==> config.mk <==
export PLATFORM = sky130hd
export DESIGN_NAME = poly_note_player
export DESIGN_NICKNAME = d
export VERILOG_FILES = /design/src/rtl/poly_note_pkg.sv /design/src/rtl/note_channel.sv /design/src/rtl/poly_note_player.sv
export SDC_FILE = /design/constraint.sdc
export NUM_CORES = 1
export LEC_CHECK = 0
export BUFFER_PORTS_ARGS = -buffer_cell sky130_fd_sc_hd__buf_2
export CAP_MARGIN = 20
export CORE_AREA = 8 8 186 223
export CTS_CLUSTER_DIAMETER = 30
export CTS_CLUSTER_SIZE = 14
export DETAILED_ROUTE_END_ITERATION = 8
export DIE_AREA = 0 0 194 231
export PLACE_DENSITY = 0.53
export SETUP_SLACK_MARGIN = 0.05
export SLEW_MARGIN = 5
export SYNTH_ARGS = -nofsm -noshare
export SYNTH_HDL_FRONTEND = slang
export SYNTH_HIERARCHICAL = 1
export SYNTH_SLANG_ARGS = --single-unit
==> constraint.sdc <==
create_clock -name iClk -period 3.1 [get_ports iClk]
set_input_delay 0.465 -clock iClk [delete_from_list [all_inputs] [get_ports iClk]]
set_output_delay 0.465 -clock iClk [all_outputs]
set_load 0.05 [all_outputs]
==> src/rtl/poly_note_pkg.sv <==
// Shared constants and command layout for the polyphonic note player.
package poly_note_pkg;

  localparam int unsigned NUM_CH_DEF   = 4;
  localparam int unsigned CNT_W_DEF    = 21;
  localparam int unsigned DUR_W_DEF    = 16;
  localparam int unsigned TICK_DIV_DEF = 50000;

  // Channel select carries one extra bit so out-of-range targets are visible.
  localparam int unsigned CH_W  = $clog2(NUM_CH_DEF) + 1;
  localparam int unsigned MIX_W = $clog2(NUM_CH_DEF + 1);

  typedef struct packed {
    logic [CH_W-1:0]      ch;
    logic [CNT_W_DEF-1:0] half;
    logic [DUR_W_DEF-1:0] dur;
  } note_cmd_t;

endpackage

==> src/rtl/note_channel.sv <==
// One square-wave tone channel with optional auto-release duration.
module note_channel #(
  parameter int unsigned CNT_W = 21,
  parameter int unsigned DUR_W = 16
) (
  input  logic             iClk,
  input  logic             iReset,
  input  logic             iLoad,
  input  logic [CNT_W-1:0] iCmdHalf,
  input  logic [DUR_W-1:0] iCmdDur,
  input  logic             iTick,
  input  logic             iPause,
  output logic             oNote,
  output logic             oBusy,
  output logic             oDone
);

  logic [CNT_W-1:0] cnt;
  logic [CNT_W-1:0] half;
  logic [DUR_W-1:0] rem;
  logic             expire;

  // Duration runs out on this tick; rem == 0 means sustain forever.
  assign expire = iTick && (rem == DUR_W'(1));

  // Load has priority over tone stepping and expiry; pause freezes everything else.
  always_ff @(posedge iClk) begin
    if (iReset) begin
      cnt   <= CNT_W'(1);
      half  <= '0;
      rem   <= '0;
      oNote <= 1'b0;
      oBusy <= 1'b0;
      oDone <= 1'b0;
    end else begin
      oDone <= 1'b0;
      if (iLoad) begin
        cnt   <= CNT_W'(1);
        oNote <= 1'b0;
        oBusy <= (iCmdHalf != '0);
        if (iCmdHalf != '0) begin
          half <= iCmdHalf;
          rem  <= iCmdDur;
        end
      end else if (oBusy && !iPause) begin
        if (expire) begin
          cnt   <= CNT_W'(1);
          oNote <= 1'b0;
          oBusy <= 1'b0;
          oDone <= 1'b1;
        end else begin
          if (iTick && (rem != '0)) begin
            rem <= rem - DUR_W'(1);
          end
          if (cnt < half) begin
            cnt <= cnt + CNT_W'(1);
          end else begin
            cnt   <= CNT_W'(1);
            oNote <= ~oNote;
          end
        end
      end
    end
  end

endmodule

==> src/rtl/poly_note_player.sv <==
// Multi-channel square-wave note player with command port and popcount mix.
module poly_note_player
  import poly_note_pkg::*;
#(
  parameter int unsigned NUM_CH   = NUM_CH_DEF,
  parameter int unsigned CNT_W    = CNT_W_DEF,
  parameter int unsigned DUR_W    = DUR_W_DEF,
  parameter int unsigned TICK_DIV = TICK_DIV_DEF
) (
  input  logic                           iClk,
  input  logic                           iReset,
  input  logic                           iLoadValid,
  output logic                           oLoadReady,
  input  logic [$clog2(NUM_CH):0]        iLoadCh,
  input  logic [CNT_W-1:0]               iLoadHalfPeriod,
  input  logic [DUR_W-1:0]               iLoadDuration,
  input  logic                           iPause,
  output logic [NUM_CH-1:0]              oNote,
  output logic [NUM_CH-1:0]              oBusy,
  output logic [NUM_CH-1:0]              oDone,
  output logic [$clog2(NUM_CH+1)-1:0]    oMix,
  output logic                           oErr
);

  localparam int unsigned CH_BITS  = $clog2(NUM_CH) + 1;
  localparam int unsigned MIX_BITS = $clog2(NUM_CH + 1);
  localparam int unsigned PRE_W    = $clog2(TICK_DIV);

  logic [PRE_W-1:0]    preCnt;
  logic                tick;
  logic                accept;
  logic                chInRange;
  logic [NUM_CH-1:0]   loadCh;
  logic [MIX_BITS-1:0] popCount;

  assign accept    = iLoadValid && oLoadReady;
  assign chInRange = (iLoadCh < CH_BITS'(NUM_CH));
  assign tick      = !iPause && (preCnt == PRE_W'(TICK_DIV - 1));

  // Free-running duration prescaler; held while paused, never touched by loads.
  always_ff @(posedge iClk) begin
    if (iReset) begin
      preCnt <= '0;
    end else if (!iPause) begin
      preCnt <= tick ? '0 : preCnt + PRE_W'(1);
    end
  end

  // Ready comes up on the first edge out of reset; errors flag out-of-range commands.
  always_ff @(posedge iClk) begin
    if (iReset) begin
      oLoadReady <= 1'b0;
      oErr       <= 1'b0;
    end else begin
      oLoadReady <= 1'b1;
      oErr       <= accept && !chInRange;
    end
  end

  for (genvar gi = 0; gi < NUM_CH; gi++) begin : gCh
    assign loadCh[gi] = accept && (iLoadCh == CH_BITS'(gi));

    note_channel #(
      .CNT_W (CNT_W),
      .DUR_W (DUR_W)
    ) uChannel (
      .iClk     (iClk),
      .iReset   (iReset),
      .iLoad    (loadCh[gi]),
      .iCmdHalf (iLoadHalfPeriod),
      .iCmdDur  (iLoadDuration),
      .iTick    (tick),
      .iPause   (iPause),
      .oNote    (oNote[gi]),
      .oBusy    (oBusy[gi]),
      .oDone    (oDone[gi])
    );
  end

  // Count of channels currently high.
  always_comb begin
    popCount = '0;
    for (int unsigned i = 0; i < NUM_CH; i++) begin
      popCount = popCount + MIX_BITS'(oNote[i]);
    end
  end

  // Registered mix for the DAC/PWM stage.
  always_ff @(posedge iClk) begin
    if (iReset) begin
      oMix <= '0;
    end else begin
      oMix <= popCount;
    end
  end

endmodule

# Word-level counts from Yosys, hierarchy flattened
# Cells that the tools add are included.
# op_classes
n_addsub,12
magnitude_cmp,5
n_eq_ne,20
n_mux,51
bitwise_logic,8
n_reduce_logical,63
# ops
op,n
$mux W16,18
$mux W21,8
$add A21 B1 Y21 const B,4
$lt A21 B21 Y1,4
$eq A16 B1 Y1 const B,4
$reduce_bool A16 Y1,4
$sub A16 B1 Y16 const B,4
$mux W1,25
$reduce_and A2 Y1,12
$reduce_bool A2 Y1,12
$reduce_bool A21 Y1,1
$logic_and A1 B1 Y1,19
$add A16 B1 Y16 const B,1
$eq A16 B16 Y1 const B,1
$ne A2 B1 Y1 const B,8
$reduce_and A4 Y1,4
$reduce_or A3 Y1,4
$ne A2 B2 Y1 const B,4
$not A1 Y1,8
$reduce_or A2 Y1,4
$eq A3 B2 Y1 const B,2
$add A2 B1 Y3,1
$add A3 B1 Y3,1
$eq A3 B1 Y1 const B,1
4 further kinds,5
# word_totals
regBits,265
inputBits,44
output_inout_bits,17

# Depth between registers and ports, before layout
# logic_depth
depth_word,7
depth_mapped,11

# Cells and area by module
# Netlist, hierarchy kept.
# modules_own_cells
module,instances,cells_each,area_per_inst_um2,seq_area_each_um2
note_channel,4,424,3477.1,1221.2
poly_note_player,1,109,997.2,420.4

# Worst setup path after synthesis
# No wires, ideal clock.
# synth_path
kind,register -> register
start,reg oLoadReady
end,reg gCh[1].uChannel.rem[3]
t_arrival_ns,2.256
required_ns,3.005
path_slack_ns,0.748
path_stages_with_launch,7
n_path_buf,2
synth_period_minus_slack_ns,2.352
cell_sequence,dfxtp_1 nand2_1 nor4b_1 clkbuf_1 clkbuf_1 o21ai_0 a221oi_1
# synth_via
elab_chain_cells,4
# synth_rtl
item,line,source
from (decl),poly_note_player.sv:13,"output logic oLoadReady,"
from (signal assigned),poly_note_player.sv:52,oLoadReady <= 1'b0;
from (signal assigned),poly_note_player.sv:55,oLoadReady <= 1'b1;
$logic_and A1 B1 Y1 *,poly_note_player.sv:36,assign accept = iLoadValid && oLoadReady;
$logic_and A1 B1 Y1 *,poly_note_player.sv:61,assign loadCh[gi] = accept && (iLoadCh == CH_BITS'(gi));
named net loadCh[1],poly_note_player.sv:33,logic [NUM_CH-1:0] loadCh;
"$ne A2 B1 Y1 (no line), or another cell as far along",-,
$reduce_and A4 Y1 (no line),-,
to (signal assigned),note_channel.sv:43,rem <= iCmdDur;
to (signal assigned),note_channel.sv:53,rem <= rem - DUR_W'(1);
to (decl),note_channel.sv:20,logic [DUR_W-1:0] rem;
# Mark *: on every way through the listed nets, which the timed path passes. The rest lies on a longest branch.
# A chain may end at the register's enable or synchronous reset.

# Worst setup path after layout
# layout_path
start,reg preCnt[0]
end,reg gCh[3].uChannel.cnt[20]
# layout_via
elab_chain_cells,4
# layout_rtl
item,line,source
from (decl),poly_note_player.sv:29,logic [PRE_W-1:0] preCnt;
from (signal assigned),poly_note_player.sv:45,preCnt <= tick ? '0 : preCnt + PRE_W'(1);
$eq A16 B16 Y1,poly_note_player.sv:38,assign tick = !iPause && (preCnt == PRE_W'(TICK_DIV - 1));
$logic_and A1 B1 Y1,poly_note_player.sv:38,
named net tick,poly_note_player.sv:30,logic tick;
$logic_and A1 B1 Y1,note_channel.sv:24,assign expire = iTick && (rem == DUR_W'(1));
$mux W21,note_channel.sv:46,if (expire) begin
to (signal assigned),note_channel.sv:56,cnt <= cnt + CNT_W'(1);
to (decl),note_channel.sv:18,logic [CNT_W-1:0] cnt;
# The timed path passes the listed nets, and every way through them passes these cells.

==> flow_results.xml <==
<?xml version="1.0" encoding="UTF-8"?>
<metrics>
  <group name="timing">
    <metric name="fin_skew" unit="ns">0.02233</metric>
    <metric name="setup_viol" unit="">0</metric>
    <metric name="max_freq" unit="MHz">373.7</metric>
    <metric name="setup_repair_after_global_routing_missed_its_margin" unit="">false</metric>
    <metric name="report.final.hold_viol_count" unit="">0</metric>
    <metric name="timing.final.crit_share" unit="">0.8632</metric>
    <metric name="timing.setup.tns" unit="ns">0</metric>
    <metric name="slew_violations" unit="">0</metric>
    <metric name="relSlewSlack" unit="">0.4785</metric>
    <metric name="worst_slew_pin_slew" unit="ns">0.7802</metric>
    <metric name="period_needed" unit="ns">2.676</metric>
    <metric name="holdWs" unit="ns">0.2428</metric>
  </group>
  <group name="routing">
    <metric name="wl" unit="mm">44.09</metric>
    <metric name="drt.antenna.violating_nets" unit="">0</metric>
    <metric name="detail_route.first_pass.iterations" unit="">5</metric>
    <metric name="drtIter0Drc" unit="">646</metric>
    <metric name="post-route-drc-count" unit="">0</metric>
    <metric name="drt-vias-per-instance" unit="">5.447</metric>
    <metric name="wl_per_cell" unit="um">18.21</metric>
    <metric name="detailroute.via_count" unit="">13192</metric>
  </group>
  <group name="pwr">
    <metric name="p_comb_frac" unit="">0.062</metric>
    <metric name="power.leakage" unit="nW">7.247</metric>
    <metric name="vdd_ir_drop_max" unit="V">0.0003978</metric>
    <metric name="power.share.sequential" unit="">0.300</metric>
    <metric name="total_switching_power" unit="W">0.002662</metric>
    <metric name="pwr_cell_area" unit="nW/um^2">642.2</metric>
    <metric name="pwr-share-clk" unit="">0.639</metric>
    <metric name="power.switching_fraction" unit="">0.2284</metric>
    <metric name="internal_power" unit="W">0.008993</metric>
    <metric name="power" unit="W">0.01166</metric>
  </group>
  <group name="worst_setup_path">
    <metric name="r2r_slack" unit="ns">0.42</metric>
    <metric name="worstReg2RegEnd" unit="">gCh[3].uChannel/cnt[20]</metric>
    <metric name="cp-end-kind" unit="">flop</metric>
    <metric name="worst-endpoint-arrival" unit="ns">3.09</metric>
    <metric name="crit_path_max_fanout" unit="">18</metric>
    <metric name="critical-path-max-stage-delay" unit="ns">0.50</metric>
    <metric name="worstReg2RegStart" unit="">preCnt[0]</metric>
    <metric name="startpoint_type" unit="">flop</metric>
    <metric name="worst-setup-path-type" unit="">reg2reg</metric>
    <metric name="r2r_cell_count" unit="">9</metric>
    <metric name="crit_path_top_delay_cell" unit="">a21oi_4</metric>
    <metric name="required_time_of_the_critical_path" unit="ns">3.52</metric>
    <metric name="critical_path.cell_chain" unit="">ha_1 -&gt; and4b_1 -&gt; nand4_1 -&gt; clkinvlp_4 -&gt; nand2_1 -&gt; nor3_4 -&gt; a31oi_4 -&gt; a21oi_4 -&gt; nor3_1</metric>
  </group>
  <group name="synth">
    <metric name="syn-mean-instance-area" unit="sq um">8.258</metric>
    <metric name="synthArstFlopShare" unit="">0</metric>
    <metric name="synthMostInstantiatedCell" unit="">dfxtp_1</metric>
    <metric name="edff_count_synth" unit="">0</metric>
    <metric name="seq_area_frac_synth" unit="">0.3559</metric>
    <metric name="yosys_most_used_dff" unit="">dfxtp_1</metric>
    <metric name="synthesis.instances" unit="">1805</metric>
    <metric name="netlist_area" unit="sq um">14910</metric>
    <metric name="yosysWarnings" unit="">6</metric>
    <metric name="yosysTopAreaCell" unit="">dfxtp_1</metric>
    <metric name="netlist_top_cells_area" unit="">dfxtp_1, ha_1, nand2_1</metric>
    <metric name="synth_nets" unit="">1949</metric>
    <metric name="synth_seq_cells" unit="">265</metric>
    <metric name="synth_commonest_cells" unit="">dfxtp_1, nand2_1, nor2_1</metric>
    <metric name="synth.lib_cells_used.distinct" unit="">59</metric>
    <metric name="synth_largest_type_area_fraction" unit="">0.3559</metric>
  </group>
  <group name="grt">
    <metric name="grt_pass1_wl" unit="mm">70.43</metric>
    <metric name="grt_start_max_net_pins" unit="">77</metric>
    <metric name="groute.usage.overall" unit="">0.1946</metric>
    <metric name="grt_pass1_vias" unit="">13103</metric>
    <metric name="antenna_found_initial" unit="">1</metric>
    <metric name="globalRoute.totalOverflow" unit="">0</metric>
  </group>
  <group name="layout">
    <metric name="antennaDiodeCount" unit="">0</metric>
    <metric name="nets" unit="">2034</metric>
    <metric name="postLayoutCoreUtil" unit="">0.4818</metric>
    <metric name="finish.instance_area" unit="sq um">18150</metric>
    <metric name="post_route_cells_drive_above_1_share" unit="">0.1370</metric>
    <metric name="flow.area_growth_from_synthesis" unit="%">21.76</metric>
  </group>
  <group name="clocking">
    <metric name="post-cts-setup-buffer-count" unit="">0</metric>
    <metric name="cts.reportedPaths.clkPinSlew" unit="ns">0.04</metric>
    <metric name="clk_latency" unit="ns">0.57</metric>
    <metric name="cts.path.max_buffers" unit="">3</metric>
    <metric name="cts_tree" unit="">built</metric>
    <metric name="tritoncts_num_sinks" unit="">265</metric>
    <metric name="hold_buffers" unit="">0</metric>
    <metric name="clk_root_buffer_cell" unit="">clkbuf_16</metric>
    <metric name="clock_tree.htree_level_count" unit="">3</metric>
    <metric name="cts.repair.resized" unit="">0</metric>
    <metric name="cts-buffers-inserted" unit="">69</metric>
  </group>
  <group name="job">
    <metric name="max_cap_viol_count" unit="">0</metric>
  </group>
  <group name="placed_design">
    <metric name="port_buffers" unit="">60</metric>
    <metric name="gp_routability_congestion" unit="">0.8165</metric>
    <metric name="placed_area" unit="sq um">15730</metric>
    <metric name="dp_hpwl" unit="mm">30.30</metric>
  </group>
  <group name="floorplanning">
    <metric name="die_width" unit="um">194</metric>
    <metric name="core.rowCount" unit="">78</metric>
    <metric name="die_area" unit="sq um">44810</metric>
    <metric name="core" unit="sq um">37670</metric>
    <metric name="floorplan.initialDensity" unit="">0.3957</metric>
    <metric name="floorplan.io_pins" unit="">61</metric>
    <metric name="floorplan.die.height" unit="um">231</metric>
  </group>
  <group name="run_status">
    <metric name="outcome" unit="">completed</metric>
  </group>
  <group name="hold_path">
    <metric name="timing.hold.worst.start" unit="">iLoadCh[2]</metric>
    <metric name="hold_depth" unit="">2</metric>
    <metric name="hold_path_end" unit="">oErr</metric>
    <metric name="holdCritPathClass" unit="">in2reg</metric>
  </group>
</metrics>
how the worst max path moves through the flow:
| stage | startpoint | end | slack (ns) |
|---|---|---|---|
| finish | preCnt[0] | gCh[3].uChannel/cnt[20] | 0.42 |
| floorplan | oLoadReady | gCh[1].uChannel/rem[3] | 0.75 |
| global route | preCnt[0] | gCh[0].uChannel/rem[3] | 0.14 |
| global placement | iPause | gCh[1].uChannel/cnt[12] | 0.36 |
| detailed placement | preCnt[0] | gCh[3].uChannel/cnt[5] | 0.35 |
| CTS | preCnt[0] | gCh[3].uChannel/cnt[5] | 0.34 |
power by group through the flow:
stage          registers [W]  clock network [W]  logic [W]
6_report             0.00349            0.00745   0.000717
5_1_grt              0.00349            0.00777   0.000783
4_1_cts              0.00349            0.00759   0.000715
3_5_place_dp         0.00355                  0   0.000713
3_3_place_gp         0.00355                  0   0.000704
2_1_floorplan        0.00355                  0   0.000461
sequential cells by signal, summed over array words and instances, names as in the netlist:
register / count
gCh.uChannel/oBusy: 4
gCh.uChannel/oNote: 4
oMix: 3
gCh.uChannel/rem: 64
gCh.uChannel/cnt: 84
gCh.uChannel/half: 84
oLoadReady: 1
preCnt: 16
oErr: 1
gCh.uChannel/oDone: 4
worst max-delay path, delay by kind of cell, from the launching register on:
kind	cells	cell delay (ns)
adders and majority gates	1	0.22
buffers and inverters	1	0.32
AOI/OAI and AO/OA	2	0.59
and+or+nand+nor	5	0.99
DFF	1	0.41
cell usage in the layout, fill, tap and decap left out, types with 16 or more instances in the layout:
| master | n |
|---|---|
| a211oi_1 | 16 |
| a21oi_1 | 114 |
| a221oi_1 | 20 |
| and3_1 | 21 |
| and4_1 | 20 |
| buf_2 | 59 |
| buf_4 | 39 |
| clkbuf_16 | 71 |
| dfxtp_1 | 265 |
| ha_1 | 99 |
| inv_1 | 118 |
| mux2i_1 | 68 |
| nand2_1 | 212 |
| nand3_1 | 36 |
| nand4_1 | 32 |
| nor2_1 | 182 |
| nor3_1 | 119 |
| nor4_1 | 28 |
| o21ai_0 | 104 |
| xnor2_1 | 36 |
| xor2_1 | 46 |
per-layer routing:
| metal | track usage | routed length, um |
|---|---|---|
| met3 | 0.03769 | 2012 |
| met1 | 0.2448 | 20370 |
| met4 | 0.08363 | 1319 |
| met5 | 0 | 13 |
| met2 | 0.3218 | 20380 |
stage by stage:
step                      setup WS, ns  std cells
after floorplan                 0.7483       1805
after global placement          0.3613       2299
after detailed placement        0.3509       2299
after CTS                       0.3350       2422
after global routing            0.1421       2422
final                           0.4241       2422
logic make-up after synthesis:
family,count (synthesis),synth area share
fa+ha+maj,100,0.08445
compound gates,330,0.1477
mux,68,0.04566
simple gates,756,0.2580
flops,265,0.3559
xor+xnor,82,0.04818
buf+inv,204,0.06002
layout make-up:
| cell class | instances | area [sq um] |
|---|---|---|
| clock buffers | 93 | 1959 |
| clock inverters | 30 | 459.2 |
| fillers | 3628 | 19520 |
| inverters | 119 | 450.4 |
| multi-input cells | 1336 | 8766 |
| flip-flops and latches | 265 | 5305 |
| well taps | 480 | 600.6 |
| repair buffers | 99 | 608.1 |
No activity file was read; power rests on OpenSTA's default activity.
